[config.mk]
export PLATFORM = sky130hd
export DESIGN_NAME = bus_datapath_seq
export DESIGN_NICKNAME = d
export VERILOG_FILES = /design/src/rtl/bus_datapath_seq.sv
export SDC_FILE = /design/constraint.sdc
export NUM_CORES = 2
export LEC_CHECK = 0
export BUFFER_PORTS_ARGS = -buffer_cell sky130_fd_sc_hd__buf_2
export CELL_PAD_IN_SITES_DETAIL_PLACEMENT = 0
export CELL_PAD_IN_SITES_GLOBAL_PLACEMENT = 1
export CORE_ASPECT_RATIO = 1.5
export CORE_MARGIN = 2
export CORE_UTILIZATION = 49
export DETAILED_ROUTE_END_ITERATION = 6
export PLACE_DENSITY_LB_ADDON = 0.1
export SLEW_MARGIN = 20
export SYNTH_ARGS = -nofsm -noshare
export SYNTH_HDL_FRONTEND = slang
export SYNTH_SLANG_ARGS = --single-unit
[constraint.sdc]
create_clock -name clock -period 8.5 [get_ports clock]
set_input_delay 1.275 -clock clock [delete_from_list [all_inputs] [get_ports clock]]
set_output_delay 1.275 -clock clock [all_outputs]
set_load 0.05 [all_outputs]
[src/rtl/bus_datapath_seq.sv]
// Single-bus datapath with its own micro-op sequencer.
// One bus transfer or memory command per cmd_valid/cmd_ready handshake.
//
// Ports:
//   clock, clear        rising-edge clock, synchronous active-high reset
//   cmd_*               command handshake and fields; cmd_done/cmd_err pulse
//   mem_*               memory request/ack port (wait states tolerated)
//   in_port, out_port   sampled input register, OUT register
//   ir_out              IR contents for the decoder
//
// Build option: define DATAPATH_MUL_EN to add the Booth multiplier (ALU op B).
module bus_datapath_seq #(
    parameter  int DATA_W   = 32,
    parameter  int NUM_REGS = 16,
    parameter  int MEM_AW   = 9,
    localparam int RW       = $clog2(NUM_REGS),
    localparam int SRC_W    = RW + 3
) (
    input  logic              clock,
    input  logic              clear,
    input  logic              cmd_valid,
    output logic              cmd_ready,
    input  logic [SRC_W-1:0]  cmd_src,
    input  logic [DATA_W-1:0] cmd_const,
    input  logic              cmd_ba,
    input  logic              cmd_dst_en,
    input  logic [RW-1:0]     cmd_dst_reg,
    input  logic [8:0]        cmd_dst_misc,
    input  logic [3:0]        cmd_alu_op,
    input  logic              cmd_inc_pc,
    input  logic [1:0]        cmd_mem,
    output logic              cmd_done,
    output logic              cmd_err,
    output logic              mem_req,
    output logic              mem_we,
    output logic [MEM_AW-1:0] mem_addr,
    output logic [DATA_W-1:0] mem_wdata,
    input  logic [DATA_W-1:0] mem_rdata,
    input  logic              mem_ack,
    input  logic [DATA_W-1:0] in_port,
    output logic [DATA_W-1:0] out_port,
    output logic [DATA_W-1:0] ir_out
);

    localparam int SH_W = $clog2(DATA_W);

    typedef enum logic [2:0] {
        S_IDLE = 3'd0,
        S_XFER = 3'd1,
`ifdef DATAPATH_MUL_EN
        S_MUL  = 3'd2,
`endif
        S_MEM  = 3'd3,
        S_ERR  = 3'd4,
        S_DONE = 3'd5
    } state_t;

    state_t r_state;
    state_t w_state_n;

    // latched command fields
    logic [SRC_W-1:0]  r_src;
    logic [DATA_W-1:0] r_const;
    logic              r_ba;
    logic              r_dst_en;
    logic [RW-1:0]     r_dst_reg;
    logic [8:0]        r_misc;
    logic [3:0]        r_op;
    logic              r_inc;
    logic [1:0]        r_mem;
    logic              r_err;

    // architectural registers
    logic [DATA_W-1:0] r_regs [NUM_REGS];
    logic [DATA_W-1:0] r_y, r_zhi, r_zlo, r_hi, r_lo, r_pc;
    logic [DATA_W-1:0] r_mdr, r_ir, r_out, r_inport;
    logic [MEM_AW-1:0] r_mar;

    logic [DATA_W-1:0] w_bus;
    logic [SRC_W-1:0]  w_code;
    logic [DATA_W-1:0] w_zhi, w_zlo;
    logic [DATA_W:0]   w_add, w_sub;
    logic [SH_W-1:0]   w_amt;
    logic [SH_W:0]     w_inv;
    logic              w_is_mul;

    assign w_is_mul = (r_op == 4'hB) && r_misc[3];

    // bus source select; codes past CONST drive 0
    assign w_code = r_src - SRC_W'(NUM_REGS);

    always_comb begin
        w_bus = '0;
        if (r_src < SRC_W'(NUM_REGS)) begin
            if (!(r_ba && (r_src == '0)))
                w_bus = r_regs[r_src[RW-1:0]];
        end else begin
            unique case (w_code)
                SRC_W'(0): w_bus = r_hi;
                SRC_W'(1): w_bus = r_lo;
                SRC_W'(2): w_bus = r_zhi;
                SRC_W'(3): w_bus = r_zlo;
                SRC_W'(4): w_bus = r_pc;
                SRC_W'(5): w_bus = r_mdr;
                SRC_W'(6): w_bus = r_inport;
                SRC_W'(7): w_bus = r_const;
                default:   w_bus = '0;
            endcase
        end
    end

    // ALU, A = Y, B = bus
    assign w_add = {1'b0, r_y} + {1'b0, w_bus};
    assign w_sub = {1'b0, r_y} - {1'b0, w_bus};
    assign w_amt = w_bus[SH_W-1:0];
    // complementary shift for rotates; amt 0 gives a shift of DATA_W -> 0
    assign w_inv = (SH_W+1)'(DATA_W) - {1'b0, w_amt};

    always_comb begin
        w_zhi = '0;
        w_zlo = '0;
        unique case (r_op)
            4'h0: begin
                w_zlo = w_add[DATA_W-1:0];
                w_zhi = DATA_W'(w_add[DATA_W]);
            end
            4'h1: begin
                w_zlo = w_sub[DATA_W-1:0];
                w_zhi = DATA_W'(w_sub[DATA_W]);
            end
            4'h2: w_zlo = r_y & w_bus;
            4'h3: w_zlo = r_y | w_bus;
            4'h4: w_zlo = r_y >> w_amt;
            4'h5: w_zlo = $signed(r_y) >>> w_amt;
            4'h6: w_zlo = r_y << w_amt;
            4'h7: w_zlo = (r_y >> w_amt) | (r_y << w_inv);
            4'h8: w_zlo = (r_y << w_amt) | (r_y >> w_inv);
            4'h9: w_zlo = ~w_bus + DATA_W'(1);
            4'hA: w_zlo = ~w_bus;
            4'hB: w_zlo = '0;
            default: w_zlo = w_bus;
        endcase
    end

`ifdef DATAPATH_MUL_EN
    // radix-2 Booth: A is one bit wider so subtracting the most
    // negative multiplicand cannot overflow
    localparam int CNT_W = SH_W;
    logic [DATA_W:0]   r_mul_a, r_mul_m, w_mul_s, w_mul_a;
    logic [DATA_W-1:0] r_mul_q, w_mul_q;
    logic              r_mul_q1;
    logic [CNT_W-1:0]  r_mul_cnt;

    always_comb begin
        w_mul_s = r_mul_a;
        if (r_mul_q[0] && !r_mul_q1)
            w_mul_s = r_mul_a - r_mul_m;
        else if (!r_mul_q[0] && r_mul_q1)
            w_mul_s = r_mul_a + r_mul_m;
    end

    assign w_mul_a = {w_mul_s[DATA_W], w_mul_s[DATA_W:1]};
    assign w_mul_q = {w_mul_s[0], r_mul_q[DATA_W-1:1]};
`endif

    always_comb begin
        w_state_n = r_state;
        unique case (r_state)
            S_IDLE: begin
                if (cmd_valid) begin
                    if (cmd_mem == 2'b00)
                        w_state_n = S_XFER;
                    else if (cmd_mem == 2'b11)
                        w_state_n = S_ERR;
                    else
                        w_state_n = S_MEM;
                end
            end
            S_XFER: begin
                w_state_n = S_DONE;
`ifdef DATAPATH_MUL_EN
                if (w_is_mul)
                    w_state_n = S_MUL;
`endif
            end
`ifdef DATAPATH_MUL_EN
            S_MUL: begin
                if (r_mul_cnt == CNT_W'(DATA_W - 1))
                    w_state_n = S_DONE;
            end
`endif
            S_MEM: begin
                if (mem_ack)
                    w_state_n = S_DONE;
            end
            S_ERR:   w_state_n = S_DONE;
            S_DONE:  w_state_n = S_IDLE;
            default: w_state_n = S_IDLE;
        endcase
    end

    always_ff @(posedge clock) begin
        if (clear)
            r_state <= S_IDLE;
        else
            r_state <= w_state_n;
    end

    always_ff @(posedge clock) begin
        if (clear) begin
            r_src     <= '0;
            r_const   <= '0;
            r_ba      <= 1'b0;
            r_dst_en  <= 1'b0;
            r_dst_reg <= '0;
            r_misc    <= '0;
            r_op      <= '0;
            r_inc     <= 1'b0;
            r_mem     <= '0;
            r_err     <= 1'b0;
            for (int i = 0; i < NUM_REGS; i++)
                r_regs[i] <= '0;
            r_y      <= '0;
            r_zhi    <= '0;
            r_zlo    <= '0;
            r_hi     <= '0;
            r_lo     <= '0;
            r_pc     <= '0;
            r_mar    <= '0;
            r_mdr    <= '0;
            r_ir     <= '0;
            r_out    <= '0;
            r_inport <= '0;
`ifdef DATAPATH_MUL_EN
            r_mul_a   <= '0;
            r_mul_m   <= '0;
            r_mul_q   <= '0;
            r_mul_q1  <= 1'b0;
            r_mul_cnt <= '0;
`endif
        end else begin
            r_inport <= in_port;

            if ((r_state == S_IDLE) && cmd_valid) begin
                r_src     <= cmd_src;
                r_const   <= cmd_const;
                r_ba      <= cmd_ba;
                r_dst_en  <= cmd_dst_en;
                r_dst_reg <= cmd_dst_reg;
                r_misc    <= cmd_dst_misc;
                r_op      <= cmd_alu_op;
                r_inc     <= cmd_inc_pc;
                r_mem     <= cmd_mem;
                r_err     <= (cmd_mem == 2'b11);
            end

            if (r_state == S_XFER) begin
                if (r_dst_en)   r_regs[r_dst_reg] <= w_bus;
                if (r_misc[0])  r_y   <= w_bus;
                if (r_misc[1])  r_hi  <= w_bus;
                if (r_misc[2])  r_lo  <= w_bus;
                if (r_misc[4])  r_pc  <= w_bus;
                else if (r_inc) r_pc  <= r_pc + DATA_W'(1);
                if (r_misc[5])  r_mar <= w_bus[MEM_AW-1:0];
                if (r_misc[6])  r_mdr <= w_bus;
                if (r_misc[7])  r_ir  <= w_bus;
                if (r_misc[8])  r_out <= w_bus;
`ifdef DATAPATH_MUL_EN
                if (w_is_mul) begin
                    r_mul_a   <= '0;
                    r_mul_m   <= {r_y[DATA_W-1], r_y};
                    r_mul_q   <= w_bus;
                    r_mul_q1  <= 1'b0;
                    r_mul_cnt <= '0;
                end else if (r_misc[3]) begin
                    r_zhi <= w_zhi;
                    r_zlo <= w_zlo;
                end
`else
                if (r_misc[3]) begin
                    r_zhi <= w_zhi;
                    r_zlo <= w_zlo;
                end
                if (w_is_mul)
                    r_err <= 1'b1;
`endif
            end

`ifdef DATAPATH_MUL_EN
            if (r_state == S_MUL) begin
                r_mul_a   <= w_mul_a;
                r_mul_q   <= w_mul_q;
                r_mul_q1  <= r_mul_q[0];
                r_mul_cnt <= r_mul_cnt + CNT_W'(1);
                if (r_mul_cnt == CNT_W'(DATA_W - 1)) begin
                    r_zhi <= w_mul_a[DATA_W-1:0];
                    r_zlo <= w_mul_q;
                end
            end
`endif

            if ((r_state == S_MEM) && mem_ack && (r_mem == 2'b01))
                r_mdr <= mem_rdata;
        end
    end

    assign cmd_ready = (r_state == S_IDLE);
    assign cmd_done  = (r_state == S_DONE);
    assign cmd_err   = (r_state == S_DONE) && r_err;
    assign mem_req   = (r_state == S_MEM);
    assign mem_we    = (r_state == S_MEM) && (r_mem == 2'b10);
    assign mem_addr  = r_mar;
    assign mem_wdata = r_mdr;
    assign out_port  = r_out;
    assign ir_out    = r_ir;

endmodule

After elaboration in Yosys (flattened, before gate mapping). Memories as Yosys holds them, arrays and structs flattened. A register that Yosys moved wholly into a read port is not among the register bits. Cells that the tools add are included.

Mux-type cells: 29. Reduce and logical (&&, ||, !) cells: 27. $lt $le $gt $ge: 1. Bitwise operators: 5. Add/sub/neg operators: 6. Shift-type cells: 5. Eq/ne operators: 27.

Operators with widths (count): $pmux 32 s12 (1); $mux 32 (8); $pmux 32 s8 (1); $or 32x32->32 (3); $add 32x1->32 const B (2); $add 32x32->33 (1); $sub 32x32->33 (1); $and 32x32->32 (1); $not 32->32 (1); $reduce_or 32->1 (1); $shl 32x5->32 (1); $shl 32x6->32 (1); $shr 32x5->32 (1); $shr 32x6->32 (1); $sshr 32x5->32 (1); $eq 7x3->1 const B (4); $reduce_and 2->1 (10); $eq 4x3->1 const B (4); $eq 4x4->1 const B (4); $eq 7x2->1 const B (2); $logic_not 7->1 (2); $mux 3 (4); $mux 4 (3); $mux 1 (10); 21 further kinds (32).

Bits of input ports: 129. Logic and storage cells: 123. RAM bits: 512. Register bits after elaboration: 394. Memories: 1.

Memories: r_regs (words 16, bits a word 32, read ports 1, clocked after memory_dff 1, write ports 16, line 74) `logic [DATA_W-1:0] r_regs [NUM_REGS];`.

Logic depth before layout (Yosys ltp).
Depth in word-level cells: 8. Depth in mapped cells: 30. Gate-level depth less buffers: 19.

Worst setup path after synthesis. No wires, ideal clock.

Kind: flip-flop to flip-flop. Start: register (tool-made name). End: register r_zlo[7]. Period minus slack after synthesis: 6.282 ns. Stages on the path, launching flop included: 25. Slack: 2.218 ns. Setup time: 0.115 ns. Data arrival time: 6.167 ns. Data required time: 8.385 ns. Path through: dfxtp_1 -> buf_6 -> mux4_2 -> mux2_2 -> a32o_1 -> buf_2 -> nor2_1 -> buf_2 -> clkbuf_1 -> clkbuf_1 -> buf_2 -> buf_1 -> ha_1 -> clkbuf_1 -> inv_1 -> a2111oi_0 -> a32oi_1 -> o211ai_1 -> buf_2 -> buf_2 -> mux4_2 -> a22oi_1 -> o21ai_1 -> or4_1 -> o21a_1.

RTL lines: end signal: assignment (line 282) `r_zlo <= w_zlo;`; end: declaration (line 75) `logic [DATA_W-1:0] r_y, r_zhi, r_zlo, r_hi, r_lo, r_pc;`.

Worst setup path in the final report.
Start: register r_src[0]. End: register r_zlo[11].

Longest elaborated chain between the ends: 8.

RTL lines: start: declaration (line 62) `logic [SRC_W-1:0] r_src;`; start signal: assignment (line 245) `r_src <= cmd_src;`; $sub 7x5->7 or $logic_not 7->1 (tied branches) (line 90, 95); $eq 7x3->1, or another cell as far along (line 98) `unique case (w_code)`; $pmux 32 s8 or $mux 32 (tied branches) (line 98, 95); $mux 32 * (line 94) `if (r_src < SRC_W'(NUM_REGS)) begin`; $sub 6x5->6 (line 117) `assign w_inv = (SH_W+1)'(DATA_W) - {1'b0, w_amt};`; $shr 32x6->32 or $shl 32x6->32 (tied branches) (line 137, 136); $or 32x32->32 (on tied branches) (line 137, 136); $pmux 32 s12 * (line 122) `unique case (r_op)`.

Every way passes the cells marked *; elsewhere a longest branch is shown, timed or not. A chain may end at the register's enable or synchronous reset.

==> results.json <==
{
  "outcome": "finished with violations",
  "violations": "design-rule violations",
  "hp-start": "r_misc[7]",
  "root_buffer": "clkbuf_16",
  "period_share_pct": 99.5,
  "ys_seq_elements": 879,
  "tightest_slew_ns": 1.37,
  "top_register": "r_regs",
  "yosys-top-cells-count": "nor2_1, edfxtp_1, nand2_1, dfxtp_1, clkbuf_1",
  "core-area_sq_um": 103000,
  "multi_input_area_sq_um": 26300,
  "synthesis.nets": 5516,
  "cp.arrival_ns": 9.03,
  "power_mw": 13.6,
  "port_buffers": 238,
  "required_ns": 9.07,
  "ios": 239,
  "drive_above_1_share_pct": 18.8,
  "dp.final_hpwl_microns": 184000,
  "reg2reg_to": "r_zlo[11]",
  "min_path_type": "reg2reg",
  "clock-sinks": 879,
  "syn_avg_cell_area_sq_um": 9.64,
  "grt_max_degree": 157,
  "synth_area_leaders": "edfxtp_1, dfxtp_1, mux4_2, nor2_1, mux2i_1",
  "r2r_start": "r_src[0]",
  "synth_area_sq_um": 50900,
  "post_cts_buffers": 0,
  "ir_worst_vdd_mv": 0.233,
  "wirelength_microns": 275000,
  "clk_latency_ns": 0.74,
  "fin_crit_ns": 8.46,
  "num_rows": 144,
  "finish.net_count": 5599,
  "register_area_sq_um": 22700,
  "drtIter0Drc": 7603,
  "ctsHoldBuffers": 0,
  "cp_max_fo": 44,
  "overflow": 0,
  "crit_path_start_kind": "flop",
  "hold_depth": 2,
  "synth_flop_cell": "edfxtp_1",
  "die_x_microns": 267,
  "rr_worst_depth": 18,
  "globalRouteTotalUtil_pct": 52.4,
  "htree_levels": 3,
  "setup_viol": 0,
  "synth_most_common_cell": "nor2_1",
  "largest_reg_flops": 512,
  "synth-edff-count": 512,
  "synth.distinct_cells": 99,
  "yosys.area.top_type_share_pct": 30.2,
  "initial_core_util_pct": 49.5,
  "max_freq_mhz": 118,
  "leakagePower_nw": 20.6,
  "antenna_found_initial": 56,
  "fp.dieArea_sq_um": 107000,
  "gp_congestion": 1.19,
  "ant_nets": 0,
  "maxCapViolCount": 0,
  "slew_violations": 0,
  "clk_path_buf_depth": 3,
  "slew_headroom_pct": 8.99,
  "yosysWarnings": 0,
  "grt_pass1_vias": 45800,
  "placed_area_sq_um": 54100,
  "via_count": 49300,
  "synth_top_area_cell": "edfxtp_1",
  "power_density_nw_per_um2": 237,
  "synthArstFlopShare_pct": 0,
  "synthCells": 5281,
  "final_area_sq_um": 57500,
  "ys_seq_area_share_pct": 44.6,
  "finalSetupTns_ns": 0,
  "cts_resized": 0,
  "rrSetupSlack_ns": 0.04,
  "critPathCaptureType": "flop",
  "finClkSkew_ns": 0.0535,
  "rsz0062_at_grt": "no",
  "fill_cells": 9204,
  "clkTransAtPathRegs_ns": 0.07,
  "first_pass_iters": 7,
  "cts_tree": "built",
  "post_drt_wl_per_cell_microns": 40.1,
  "hold_viol": 0,
  "area_growth_syn_to_layout_pct": 12.9,
  "drc": 4,
  "crit_type": "reg2reg",
  "die-height_microns": 399,
  "cts_buffers": 84,
  "viasPerCell": 7.19,
  "worstHoldEndpoint": "r_misc[7]",
  "grt_first_pass_wirelength_microns": 381000
}
[how the worst max path moves through the flow]
| stage | start | to | cells past startpoint |
|---|---|---|---|
| global placement | r_src[1] | r_zlo[21] | 18 |
| floorplan | flop | r_zlo[7] | 24 |
| global route | r_src[0] | r_zlo[11] | 19 |
| detailed placement | r_src[1] | r_zlo[11] | 17 |
| CTS | r_src[1] | r_zlo[11] | 17 |
| finish | r_src[0] | r_zlo[11] | 18 |
[kinds of logic (layout without fill, tap and decap cells)]
| logic type | after synthesis | in the layout | synth area share, % |
|---|---|---|---|
| AND/OR/NAND/NOR | 1863 | 1863 | 16.0 |
| AO/OA/AOI/OAI | 1327 | 1327 | 17.9 |
| multiplexers | 443 | 443 | 13.1 |
| flip-flops | 879 | 879 | 44.6 |
| buffers and inverters | 620 | 772 | 5.00 |
| adder cells (fa/ha/maj) | 106 | 106 | 2.63 |
| other | 0 | 34 | 0 |
| XOR/XNOR | 43 | 43 | 0.769 |
[critical path, stage by stage (launching register included)]
cell and delay [ns]:
dfxtp_4 0.52, nor3_2 0.92, a211oi_2 0.31, and4_1 0.46
nor3_4 0.29, buf_4 0.51, ha_1 0.53, inv_1 0.25
a2111oi_0 0.43, a32oi_1 0.19, o211a_2 0.27, buf_4 0.35
nand2_1 0.27, o22ai_1 0.35, a221oi_1 0.39, nand4_1 0.86
a221oi_2 0.87, buf_4 0.34, a211oi_1 0.10
[layout by cell type, fill, tap and decap left out, drive strengths merged, types with 14 or more instances in the layout]
master | Yosys | layout
o22ai | 50 | 50
nand2b | 40 | 40
o21ai | 194 | 194
clkinv | 1 | 22
o211ai | 49 | 49
nand2 | 376 | 376
clkbuf | 340 | 127
a2111oi | 18 | 18
o21a | 23 | 23
diode | 0 | 34
dfxtp | 367 | 367
nand3 | 89 | 89
mux2i | 214 | 214
nor2b | 77 | 77
ha | 104 | 104
and2 | 20 | 20
inv | 106 | 112
nand4 | 32 | 32
and3 | 35 | 35
a22oi | 65 | 65
o31ai | 21 | 21
a211o | 14 | 14
a21o | 28 | 28
buf | 173 | 505
a31oi | 37 | 37
a221o | 15 | 15
nor2 | 1001 | 1001
o221ai | 16 | 16
nor4 | 36 | 36
mux2 | 56 | 56
nor3 | 97 | 97
mux4 | 173 | 173
or3 | 25 | 25
xnor2 | 35 | 35
a221oi | 82 | 82
a21oi | 312 | 312
edfxtp | 512 | 512
a211oi | 244 | 244
[cell type report]
class / count / area share [%]
Timing Repair Buffer: 510 / 6.00
Inverter: 107 / 0.699
Tap cell: 1387 / 3.02
Sequential cell: 879 / 39.6
Multi-Input combinational cell: 3782 / 45.7
Clock buffer: 122 / 4.13
Antenna cell: 34 / 0.148
Clock inverter: 33 / 0.681
[where the power goes]
part	switching [mW]	internal, mW	total (mW)	leakage (nW)
sequential	0.132	4.65	4.78	8.27
combinational	3.66	1.31	4.97	10.9
clock	1.80	2.07	3.87	1.34
total	5.59	8.03	13.6	20.6
[stage by stage]
step           worst slack (ns)  std cells  hold WS [ns]  util [%]
5_1_grt                   0.115       6824         0.469      55.8
6_report                 0.0427       6854         0.451      55.9
3_3_place_gp              0.884       6635         0.439      52.5
2_1_floorplan              2.22       5281         0.420         -
4_1_cts                   0.970       6792         0.452      55.2
3_5_place_dp               1.00       6637         0.443      52.6
[per-layer routing]
metal	share of wire, %	wire length (microns)	vias up	track usage, %
li1	-	-	19700	-
met1	32	87900	23900	55.6
met2	43	119000	4188	75.6
met3	13	36800	1488	27.5
met4	11	30600	42	45.6
met5	0.25	674	-	3.44
(Power assumes the default switching activity.)
